**src/rtl/snake_window_pkg.sv**
```systemverilog
// Shared types for the serpentine 3x3 window generator.
// State encoding, dimension limits and window bit-offset helper.
package snake_window_pkg;

  localparam int ROW_MAX = 511;
  localparam int COL_MAX = 511;

  typedef enum logic [2:0] {
    SW_IDLE,
    SW_FILL,
    SW_RIGHT,
    SW_DOWN,
    SW_LEFT,
    SW_DONE
  } sw_state_e;

  // Bit offset of window pixel (r,c), r=0 top, c=0 left.
  function automatic int unsigned win_off(
    input int unsigned r,
    input int unsigned c,
    input int unsigned dw
  );
    return (3 * r + c) * dw;
  endfunction

endpackage

```
**src/rtl/win_reg3x3.sv**
```systemverilog
// 3x3 pixel register array for snake_window.
// Shifts left, right or up with a 3-pixel load, or clears.
module win_reg3x3
  import snake_window_pkg::*;
#(
  parameter int DW = 8
) (
  input  logic            i_clk,
  input  logic            i_clr,
  input  logic            i_shl,
  input  logic            i_shr,
  input  logic            i_up,
  input  logic [3*DW-1:0] i_load,
  output logic [9*DW-1:0] o_win
);

  logic [DW-1:0] r_px [3][3];

  // One operation per cycle; clear wins, then left, right, up.
  always_ff @(posedge i_clk) begin
    if (i_clr) begin
      for (int r = 0; r < 3; r++) begin
        for (int c = 0; c < 3; c++) begin
          r_px[r][c] <= '0;
        end
      end
    end else if (i_shl) begin
      for (int r = 0; r < 3; r++) begin
        r_px[r][0] <= r_px[r][1];
        r_px[r][1] <= r_px[r][2];
        r_px[r][2] <= i_load[r*DW +: DW];
      end
    end else if (i_shr) begin
      for (int r = 0; r < 3; r++) begin
        r_px[r][2] <= r_px[r][1];
        r_px[r][1] <= r_px[r][0];
        r_px[r][0] <= i_load[r*DW +: DW];
      end
    end else if (i_up) begin
      for (int c = 0; c < 3; c++) begin
        r_px[0][c] <= r_px[1][c];
        r_px[1][c] <= r_px[2][c];
        r_px[2][c] <= i_load[c*DW +: DW];
      end
    end
  end

  for (genvar r = 0; r < 3; r++) begin : g_row
    for (genvar c = 0; c < 3; c++) begin : g_col
      assign o_win[win_off(r, c, DW) +: DW] = r_px[r][c];
    end
  end

endmodule

```
**src/rtl/snake_window.sv**
```systemverilog
// Serpentine 3x3 window generator: FSM, position counters and
// output registers around a shifting 3x3 pixel array.
module snake_window
  import snake_window_pkg::*;
#(
  parameter int DW = 8,
  parameter int CW = 9
) (
  input  logic            clk,
  input  logic            rst_n,
  input  logic            en,
  input  logic [CW-1:0]   col,
  input  logic [CW-1:0]   row,
  input  logic            in_valid,
  output logic            in_ready,
  input  logic [3*DW-1:0] in_data,
  output logic            out_valid,
  output logic [9*DW-1:0] win_out,
  output logic [CW-1:0]   out_wrow,
  output logic [CW-1:0]   out_wcol,
  output logic            out_dir,
  output logic            done
);

  sw_state_e r_state;
  sw_state_e w_nstate;
  sw_state_e w_eor_ns;

  logic [CW-1:0] r_colm3;
  logic [CW-1:0] r_rowm3;
  logic [1:0]    r_fcnt;
  logic [CW-1:0] r_wrow;
  logic [CW-1:0] r_wcol;
  logic          r_out_valid;
  logic          r_dir;

  logic          w_ready;
  logic          w_take;
  logic          w_emit;
  logic          w_shl;
  logic          w_shr;
  logic          w_up;
  logic [CW-1:0] w_nwrow;
  logic [CW-1:0] w_nwcol;
  logic          w_small;

  assign w_ready = en & ((r_state == SW_FILL)  |
                         (r_state == SW_RIGHT) |
                         (r_state == SW_DOWN)  |
                         (r_state == SW_LEFT));
  assign w_take  = in_valid & w_ready;
  assign w_small = (col < CW'(3)) | (row < CW'(3));

  // End of a horizontal run: finish on the last row, else turn down.
  assign w_eor_ns = (r_wrow == r_rowm3) ? SW_DONE : SW_DOWN;

  // Next state, array control and next window position.
  always_comb begin
    w_nstate = r_state;
    w_emit   = 1'b0;
    w_shl    = 1'b0;
    w_shr    = 1'b0;
    w_up     = 1'b0;
    w_nwrow  = r_wrow;
    w_nwcol  = r_wcol;
    unique case (r_state)
      SW_IDLE: begin
        if (en) begin
          w_nstate = w_small ? SW_DONE : SW_FILL;
        end
      end
      SW_FILL: begin
        if (w_take) begin
          w_shl = 1'b1;
          if (r_fcnt == 2'd2) begin
            w_emit  = 1'b1;
            w_nwrow = '0;
            w_nwcol = '0;
            w_nstate = (r_colm3 == '0) ? w_eor_ns : SW_RIGHT;
          end
        end
      end
      SW_RIGHT: begin
        if (w_take) begin
          w_shl   = 1'b1;
          w_emit  = 1'b1;
          w_nwcol = r_wcol + CW'(1);
          if (w_nwcol == r_colm3) begin
            w_nstate = w_eor_ns;
          end
        end
      end
      SW_DOWN: begin
        if (w_take) begin
          w_up    = 1'b1;
          w_emit  = 1'b1;
          w_nwrow = r_wrow + CW'(1);
          if (r_colm3 == '0) begin
            w_nstate = (w_nwrow == r_rowm3) ? SW_DONE : SW_DOWN;
          end else begin
            w_nstate = w_nwrow[0] ? SW_LEFT : SW_RIGHT;
          end
        end
      end
      SW_LEFT: begin
        if (w_take) begin
          w_shr   = 1'b1;
          w_emit  = 1'b1;
          w_nwcol = r_wcol - CW'(1);
          if (w_nwcol == '0) begin
            w_nstate = w_eor_ns;
          end
        end
      end
      SW_DONE: begin
        w_nstate = SW_DONE;
      end
      default: begin
        w_nstate = SW_IDLE;
      end
    endcase
    if (!en) begin
      w_nstate = SW_IDLE;
    end
  end

  // State register.
  always_ff @(posedge clk) begin
    if (!rst_n) begin
      r_state <= SW_IDLE;
    end else begin
      r_state <= w_nstate;
    end
  end

  // Dimension latch, fill count, position and output registers.
  always_ff @(posedge clk) begin
    if (!rst_n) begin
      r_colm3     <= '0;
      r_rowm3     <= '0;
      r_fcnt      <= '0;
      r_wrow      <= '0;
      r_wcol      <= '0;
      r_out_valid <= 1'b0;
      r_dir       <= 1'b0;
    end else if (!en) begin
      r_fcnt      <= '0;
      r_wrow      <= '0;
      r_wcol      <= '0;
      r_out_valid <= 1'b0;
      r_dir       <= 1'b0;
    end else begin
      r_out_valid <= w_emit;
      if (r_state == SW_IDLE) begin
        r_colm3 <= col - CW'(3);
        r_rowm3 <= row - CW'(3);
        r_fcnt  <= '0;
        r_wrow  <= '0;
        r_wcol  <= '0;
      end
      if (w_take && (r_state == SW_FILL)) begin
        r_fcnt <= r_fcnt + 2'd1;
      end
      if (w_emit) begin
        r_wrow <= w_nwrow;
        r_wcol <= w_nwcol;
        r_dir  <= w_nwrow[0];
      end
    end
  end

  win_reg3x3 #(
    .DW(DW)
  ) u_win (
    .i_clk  (clk),
    .i_clr  (~rst_n),
    .i_shl  (w_shl),
    .i_shr  (w_shr),
    .i_up   (w_up),
    .i_load (in_data),
    .o_win  (win_out)
  );

  assign in_ready  = w_ready;
  assign out_valid = r_out_valid;
  assign out_wrow  = r_wrow;
  assign out_wcol  = r_wcol;
  assign out_dir   = r_dir;
  assign done      = (r_state == SW_DONE);

endmodule
```
**config.mk**
```make
export PLATFORM = sky130hd
export DESIGN_NAME = snake_window
export DESIGN_NICKNAME = d
export VERILOG_FILES = /design/src/rtl/snake_window_pkg.sv /design/src/rtl/win_reg3x3.sv /design/src/rtl/snake_window.sv
export SDC_FILE = /design/constraint.sdc
export NUM_CORES = 1
export LEC_CHECK = 0
export ABC_CLOCK_PERIOD_IN_PS = 6000
export CORE_ASPECT_RATIO = 1.1
export CORE_MARGIN = 3
export CORE_UTILIZATION = 40
export CTS_CLUSTER_DIAMETER = 200
export DETAILED_ROUTE_END_ITERATION = 16
export PLACE_DENSITY_LB_ADDON = 0.25
export SETUP_SLACK_MARGIN = 0.15
export SYNTH_ARGS = -nofsm -noshare
export SYNTH_HDL_FRONTEND = slang
export SYNTH_SLANG_ARGS = --single-unit
```
**constraint.sdc**
```tcl
create_clock -name clk -period 6 [get_ports clk]
set_input_delay 1.2 -clock clk [delete_from_list [all_inputs] [get_ports clk]]
set_output_delay 1.2 -clock clk [all_outputs]
set_load 0.01 [all_outputs]
```
==> run summary, run 1 <==
The flow ran to the end, and the final reports show no timing, DRC or antenna violations. In the routed layout, each cell is associated on average with a via count of 5.83. The number of synthesized flops with an enable pin works out to 72. After synthesis the netlist holds a flip-flop and latch count of 115.

The final number of hold-violating endpoints is 0. The logs give 0 for the count of inserted antenna diode cells and 0.248 for the worst slew slack as a fraction of its limit. TritonCTS built the clock tree. The mux cell area share after synthesis is 0.00594, and the xor/xnor cell area share of the yosys netlist is 0.0546. IR analysis of the VDD net gives a maximum drop of 0.000208 V. The share of synthesized cell area in and, or, nand and nor gates came out at 0.227. For the worst path arrival time, the log shows 4.23 ns.

Yosys attributes the largest share of cell area to edfxtp_1 32%, dfxtp_1 13%, nor2_1 5.9%. The area share of fa/ha/maj cells after synthesis is 0.0145, and the first-pass iteration count of the detailed router is 6. The via count of the first global-routing pass was 5662; the number of hold-repair buffers added at the cts stage was 0. Dividing the detail-routed wire length by the instance count gives 17.7 um. In this run the core area contains 49 standard-cell rows.

The library cell with the largest summed area after synthesis is edfxtp_1. The run gives 18400 um^2 as the area enclosed by the die boundary. The filler cells instantiated in the layout total 1498.

The share of flip-flops with an asynchronous set or reset after synthesis came out at 0. After synthesis, the largest family of logic cells by area is simple AND/OR/NAND/NOR gates. In the final timing run, aggregate negative setup slack is 0 ns.

The total standard cell area after synthesis is 6740 um^2, and the worst setup timing slack at the placement stage is 1.64 ns. During placement, the flow inserted port buffers numbering 139. The transition time of the tightest slew-check pin was 1.12 ns; the TritonCTS sink count was 115.

In this run, the number of DRC markers left after iteration 0 of detailed routing was 754. The highest fanout seen on the critical path works out to 22. The region available for standard cell placement spans 16400 um^2. Fraction of the yosys area taken by sequential cells: 0.448. The quantity of gates resized following cts came out at 0. The net count of the finished layout is 913. Final cycle utilization of the critical path: 0.657. In this run the remaining antenna-violating nets after routing total 0.

Global routing finished with a remaining overflow of 0. The number of placed instances with taps included is 1045, and the required time reported for the critical path endpoint is 6.28 ns. Clock tree synthesis inserted a total of 17 buffers.

The run gives 3020 um^2 as the sequential standard cell area. Across the run, the number of max-cap violations was 0. The logs give 12900 um for the HPWL after detailed placement and 802 for the net count of the mapped netlist. In the layout the commonest cells are 139 x clkdlybuf4s50_1, 106 x nor2_1, 72 x edfxtp_1, 69 x nor3_1, 63 x nand2_1.

The number of unique standard cell types used by synthesis came out at 75. No sink is reached through more buffers than the 2 on the longest clock path. The count of mapped cells out of synthesis was 749; the starting utilization of the core area was 0.410. The most used flip-flop cell after synthesis is edfxtp_1. Area share of the leading cell type in the synthesized netlist: 0.321. The detailed router placed 6279 vias in this run. Static leakage: 3.13 nW. The largest individual stage delay along the critical path comes from the cell a2111oi_2. The H-tree was split into 4 levels.

The total power divided by cell area works out to 249 nW/um^2. The root buffer cell chosen for the clock tree is clkbuf_16. The final RePlAce weighted congestion is 0.869. In this run the mean area of a mapped cell was 9.00 um^2. Setup repair after global routing left no endpoint under its margin. Clock skew on the completed layout was measured at 0.0107 ns.

The minimum clock period after layout works out to 3.94 ns. The tools report the overall routing resource usage as 0.204. The share of layout cells above drive strength 1 is 0.0664, and the largest net degree at the start of global routing is 76. The fraction of the mapped netlist area in compound gates came out at 0.198. Yosys printed 0 warnings. STA classifies the critical path startpoint as an input port. The endpoint kind of the worst setup timing path is a flop. Total power for the finished layout comes to 2.18 mW. After the flow finishes, the layout carries non-filler instances totaling 1077. The worst stage delay on the critical path was 1.02 ns; the highest clock frequency the design can meet was 254 MHz. The path type of the worst setup path was in2reg. The global-route wire length before repair is 30300 um, and the horizontal extent of the die is 130 um. The number of DRC violations after detailed routing is 0. The most common library cell in the layout ignoring fill and taps is clkdlybuf4s50_1. The tools report the number of post-CTS setup repair buffers as 0. The worst hold path belongs to the class reg2reg. The number of primary I/O pins is 140.

The vertical die dimension was 142 um. After clock tree synthesis, the clock-pin slew on the worst setup and hold paths is 0.05 ns. For flop-to-flop paths, the worst setup slack is 2.91 ns.

Setup violations remaining at the end of the flow were counted as 0. Max-slew violation count: 0. The layout overhead on the synthesized area works out to 29.6%. For this block, the routed nets add up to 19100 um of wire.

The insertion delay to the later sink of the worst-skew pair came out at 0.42 ns. The signal on the critical path passes through clkdlybuf4s50_1 -> nand2_1 -> a2111oi_2 -> a222oi_1 -> inv_1. The multi-input combinational cells in the finished layout cover a total of 3390 um^2. Setup slack on the critical path of the routed design comes to 2.06 ns.

For the initial antenna violation count, the log shows 0.
==> stage by stage <==
step | hold slack [ns] | utilization | cell area, um^2
2_1_floorplan | 0.461 | - | 6740
3_3_place_gp | 0.484 | 0.498 | 8190
3_5_place_dp | 0.511 | 0.498 | 8190
4_1_cts | 0.522 | 0.532 | 8740
5_1_grt | 0.538 | 0.532 | 8740
6_report | 0.518 | 0.532 | 8740
==> routing by layer <==
metal / vias to the layer above / part of all wire / global-route usage
li1: 3016 / - / -
met1: 2980 / 0.45 / 0.286
met2: 258 / 0.46 / 0.305
met3: 25 / 0.075 / 0.0522
met4: 0 / 0.016 / 0.0749
met5: - / 0 / 0
==> area by class of cell <==
type / count / area share
clock buffer: 19 / 0.0495
timing repair buffer: 148 / 0.167
sequential: 115 / 0.346
inverter: 16 / 0.00687
clock inverter: 13 / 0.0135
multi-input combinational: 562 / 0.388
tap: 204 / 0.0292
==> state kept, by name, indices dropped and copies added, names as in the netlist <==
name / cells
u_win.r_px: 72
out_dir: 1
out_wcol: 9
out_valid: 1
r_colm3: 9
r_state: 3
out_wrow: 9
r_fcnt: 2
r_rowm3: 9
==> power by group <==
| part | internal [mW] | switching [mW] | total [mW] |
|---|---|---|---|
| Sequential | 0.887 | 0.0411 | 0.928 |
| Clock | 0.600 | 0.352 | 0.951 |
| Combinational | 0.144 | 0.156 | 0.300 |
| Total | 1.63 | 0.549 | 2.18 |
==> path summary, 6_finish.rpt <==
| kind | from | end | cells after the start |
|---|---|---|---|
| max | rst_n | u_win.r_px[0][60]$_DFFE_PP_ | 5 |
| min | r_rowm3[3]$_SDFFE_PN0P_ | r_rowm3[3]$_SDFFE_PN0P_ | 1 |
| max reg2reg | r_state[1]$_SDFFE_PN0P_ | u_win.r_px[0][2]$_SDFFCE_PN0P_ | 7 |
| min reg2reg | r_rowm3[3]$_SDFFE_PN0P_ | r_rowm3[3]$_SDFFE_PN0P_ | 1 |
==> cells by family after synthesis <==
family | after synthesis
buffers and inverters | 72
XOR/XNOR | 42
flip-flops | 115
adder cells (fa/ha/maj) | 8
AO/OA/AOI/OAI | 186
AND/OR/NAND/NOR | 322
multiplexers | 4
==> cells in the mapped netlist, types with 3 or more instances <==
| cell | instances |
|---|---|
| a21oi_1 | 34 |
| o22ai_1 | 61 |
| nand2_1 | 68 |
| nor3_1 | 69 |
| or4_1 | 3 |
| nor2b_1 | 9 |
| nor3b_1 | 4 |
| clkbuf_1 | 29 |
| a222oi_1 | 8 |
| xnor2_1 | 31 |
| inv_1 | 16 |
| and3_1 | 5 |
| a22oi_1 | 10 |
| o211ai_1 | 4 |
| o21ai_0 | 20 |
| buf_6 | 7 |
| nand3_1 | 17 |
| nand2b_1 | 3 |
| dfxtp_1 | 43 |
| o211a_1 | 14 |
| mux2i_1 | 4 |
| xor2_1 | 11 |
| edfxtp_1 | 72 |
| buf_4 | 3 |
| nor2_1 | 106 |
| and2_1 | 7 |
| ha_1 | 7 |
| buf_2 | 13 |
| buf_1 | 4 |
| nor4_1 | 9 |
==> critical path, delay by kind of cell <==
kind | cells | cell delay (ns)
AOI/OAI and AO/OA | 2 | 1.30
and+or+nand+nor | 1 | 0.62
buffers and inverters | 2 | 1.09
Power figures use the tool's default switching activity.
==> run 2: changes to the inputs <==
ABC_CLOCK_PERIOD_IN_PS = 3200   (was 6000)
clock period = 3.2 ns   (was 6 ns; I/O delays follow)
==> run summary, run 2 (same netlist as run 1, synthesis figures left out) <==
The flow ran to the end, and the final reports show no timing, DRC or antenna violations. The highest clock frequency the design can meet is 385 MHz. The register with the most flip-flops in the layout has 72 of them. The number of nets in the finished design is 930, and the final RePlAce weighted congestion is 0.831.

The tools report the HPWL after detailed placement as 13200 um. No sink is reached through more buffers than the 2 on the longest clock path. The worst slew slack as a fraction of its limit is 0.518, and the routed wire length on met2 is 8950 um.

The tools report the overall routing resource usage as 0.202. The run gives 1470 as the filler cell count in the final layout. The clock arrives with 0.00645 ns of skew.

The library cells used most frequently in the layout, excluding fill and tap cells, are 139 x clkdlybuf4s50_1, 106 x nor2_1, 72 x edfxtp_1, 69 x nor3_1, 63 x nand2_1. The count of cells along the worst hold path is 2. The average via count per standard cell was 5.82. The number of buffers created by CTS is 17, and the final cycle utilization of the critical path is 0.812. For the number of hold-repair buffers added at the cts stage, the log shows 0.

The depth of the most critical reg-to-reg path came out at 7. The logs give 0 for the quantity of gates resized following cts and 1.96 ns for the worst path arrival time. The clock tree synthesis step divided the H-tree into 4 levels.

The logs give 0 for the initial antenna violation count and 140 for the number of primary I/O pins. Launch point of the critical path: r_state[1]$_SDFFE_PN0P_. Setup repair after global routing left no endpoint under its margin. Detailed-routed wire length on met3: 1170 um. The transition time of the tightest slew-check pin came out at 0.721 ns.

The internal power is 3.33 mW. Minimum clock period after layout: 2.60 ns. The worst setup path is launched from a flop. For the vias after detailed routing, the log shows 6367. For this run, design rule violations remaining after detail routing come to 0.

The worst-case vdd ir drop was 0.000346 V; the power share of the clock group was 0.476. u_win.r_px holds more flip-flops than any other register. In the final routed layout, each cell accounts on average for 17.5 um. In this run the vertical extent of the chip is 142 um. STA puts the critical path data required time at 2.56 ns. Combinational share of power: 0.132. After clock tree synthesis, the setup repair step added 0 buffers. The layout overhead on the synthesized area works out to 33.4%. The path type of the worst setup path was reg2out. The detailed router finished its first iteration with 695 violations. The worst register-to-register path has a setup slack of 0.70 ns.

The detailed-route wire length was 19200 um; the number of buffers added on ports was 139. The first global-routing pass estimated 30000 um of wire. The sequential power share is 0.393, and the horizontal extent of the die is 130 um. Power comes to 4.42 mW.

The area enclosed by the die boundary was 18400 um^2. Number of placement rows: 49. Beginning of the worst hold path: r_fcnt[1]$_SDFFE_PN0P_. The tools report the remaining global-route overflow as 0.

For the worst-skew pair, the clock arrives at the later sink with an insertion delay of 0.42 ns. The count of inserted antenna diode cells is 0. For hold timing, the worst endpoint is r_fcnt[1]$_SDFFE_PN0P_. The total power divided by cell area is 491 nW/um^2. Max-slew violation count: 0. The worst hold path belongs to the class reg2reg.

The switching fraction of total power came out at 0.246. After clock tree synthesis, the clock-pin slew on the worst setup and hold paths is 0.05 ns. The share of layout cells above drive strength 1 works out to 0.0910. The highest fanout seen on the critical path is 5, and the core region area is 16400 um^2. The final number of hold-violating endpoints was 0. STA classifies the critical path endpoint as a primary output. The tree is rooted in a clkbuf_16.

In this run the remaining antenna-violating nets after routing total 0. The most common library cell in the layout ignoring fill and taps is clkdlybuf4s50_1. For the final routed database, the setup TNS stands at 0 ns.

In this run the critical register-to-register path is captured at r_state[2]$_SDFFE_PN0P_. Across the run, the number of max-cap violations was 0. The run gives 5736 as the via count of the first global-routing pass. TritonCTS built the clock tree. Before antenna repair, the detailed router went through 5 iterations. For the net switching power of the design, the log shows 1.09 mW.

In the final routing, the length of wire on met1 measures 8640 um. The static leakage is 3.27 nW. Launching point of the worst reg2reg path: out_wcol[0]$_SDFFE_PN0P_. For the count of final setup violators, the log shows 0. Entering global routing, the biggest net connects 58 pins.

The run gives 0.410 as the starting utilization of the core area. For this design, the sink count on the clock tree is 115. Top layer reached by signal wires: met4.
==> run 2: cell types whose count changed in the layout (fill, tap and decap cells not counted), sizes merged <==
cell | before | now
buf | 9 | 26
bufinv | 2 | 5
clkbuf | 19 | 17
clkinv | 8 | 2
clkinvlp | 3 | 5
inv | 16 | 19
==> run 2: worst max-delay path by stage <==
stage,cells after the start,endpoint,slack [ns]
after CTS,5,in_ready,0.62
after global placement,8,r_state[2]$_SDFFE_PN0P_,0.46
final,5,in_ready,0.60
after global routing,7,r_state[1]$_SDFFE_PN0P_,0.43
after floorplan,4,u_win.r_px[0][0]$_SDFFCE_PN0P_,0.48
after detailed placement,8,r_state[2]$_SDFFE_PN0P_,0.41
==> run 2: power by group through the flow <==
stage / logic [mW] / clock network [mW] / registers [mW]
floorplan: 0.294 / 0 / 1.77
global placement: 0.578 / 0 / 1.76
detailed placement: 0.583 / 0 / 1.77
CTS: 0.585 / 2.14 / 1.74
global route: 0.631 / 2.21 / 1.75
finish: 0.581 / 2.10 / 1.74
==> run 2: metrics by stage <==
stage,utilization,setup WS [ns],std cells,hold WS (ns),cell area [um^2]
after detailed placement,0.508,0.410,1062,0.494,8340
after global placement,0.508,0.458,1062,0.488,8340
final,0.547,0.602,1094,0.505,8990
after global routing,0.547,0.430,1094,0.533,8990
after floorplan,-,0.482,749,0.461,6740
after CTS,0.547,0.616,1094,0.507,8990
==> run 2: worst max-delay path, cell delays in order (launching register included) <==
cell and delay, ns:
dfxtp_1 0.32, nor2_1 0.05, buf_4 0.15, xnor2_1 0.31, and2_1 0.18, clkdlybuf4s50_1 0.53
==> run 2: cell type report <==
type	instances	area, um^2	share of cell area
Inverter	16	60.1	0.00668
Clock buffer	17	425	0.0473
Timing Repair Buffer	165	1610	0.179
Multi-Input combinational cell	562	3390	0.377
Sequential cell	115	3020	0.336
Tap cell	204	255	0.0284
Clock inverter	15	228	0.0253
==> run 2: layer usage <==
layer,up-vias,global-route usage
met3,30,0.0518
met5,-,0
li1,3046,-
met1,3070,0.279
met2,221,0.306
met4,0,0.0771
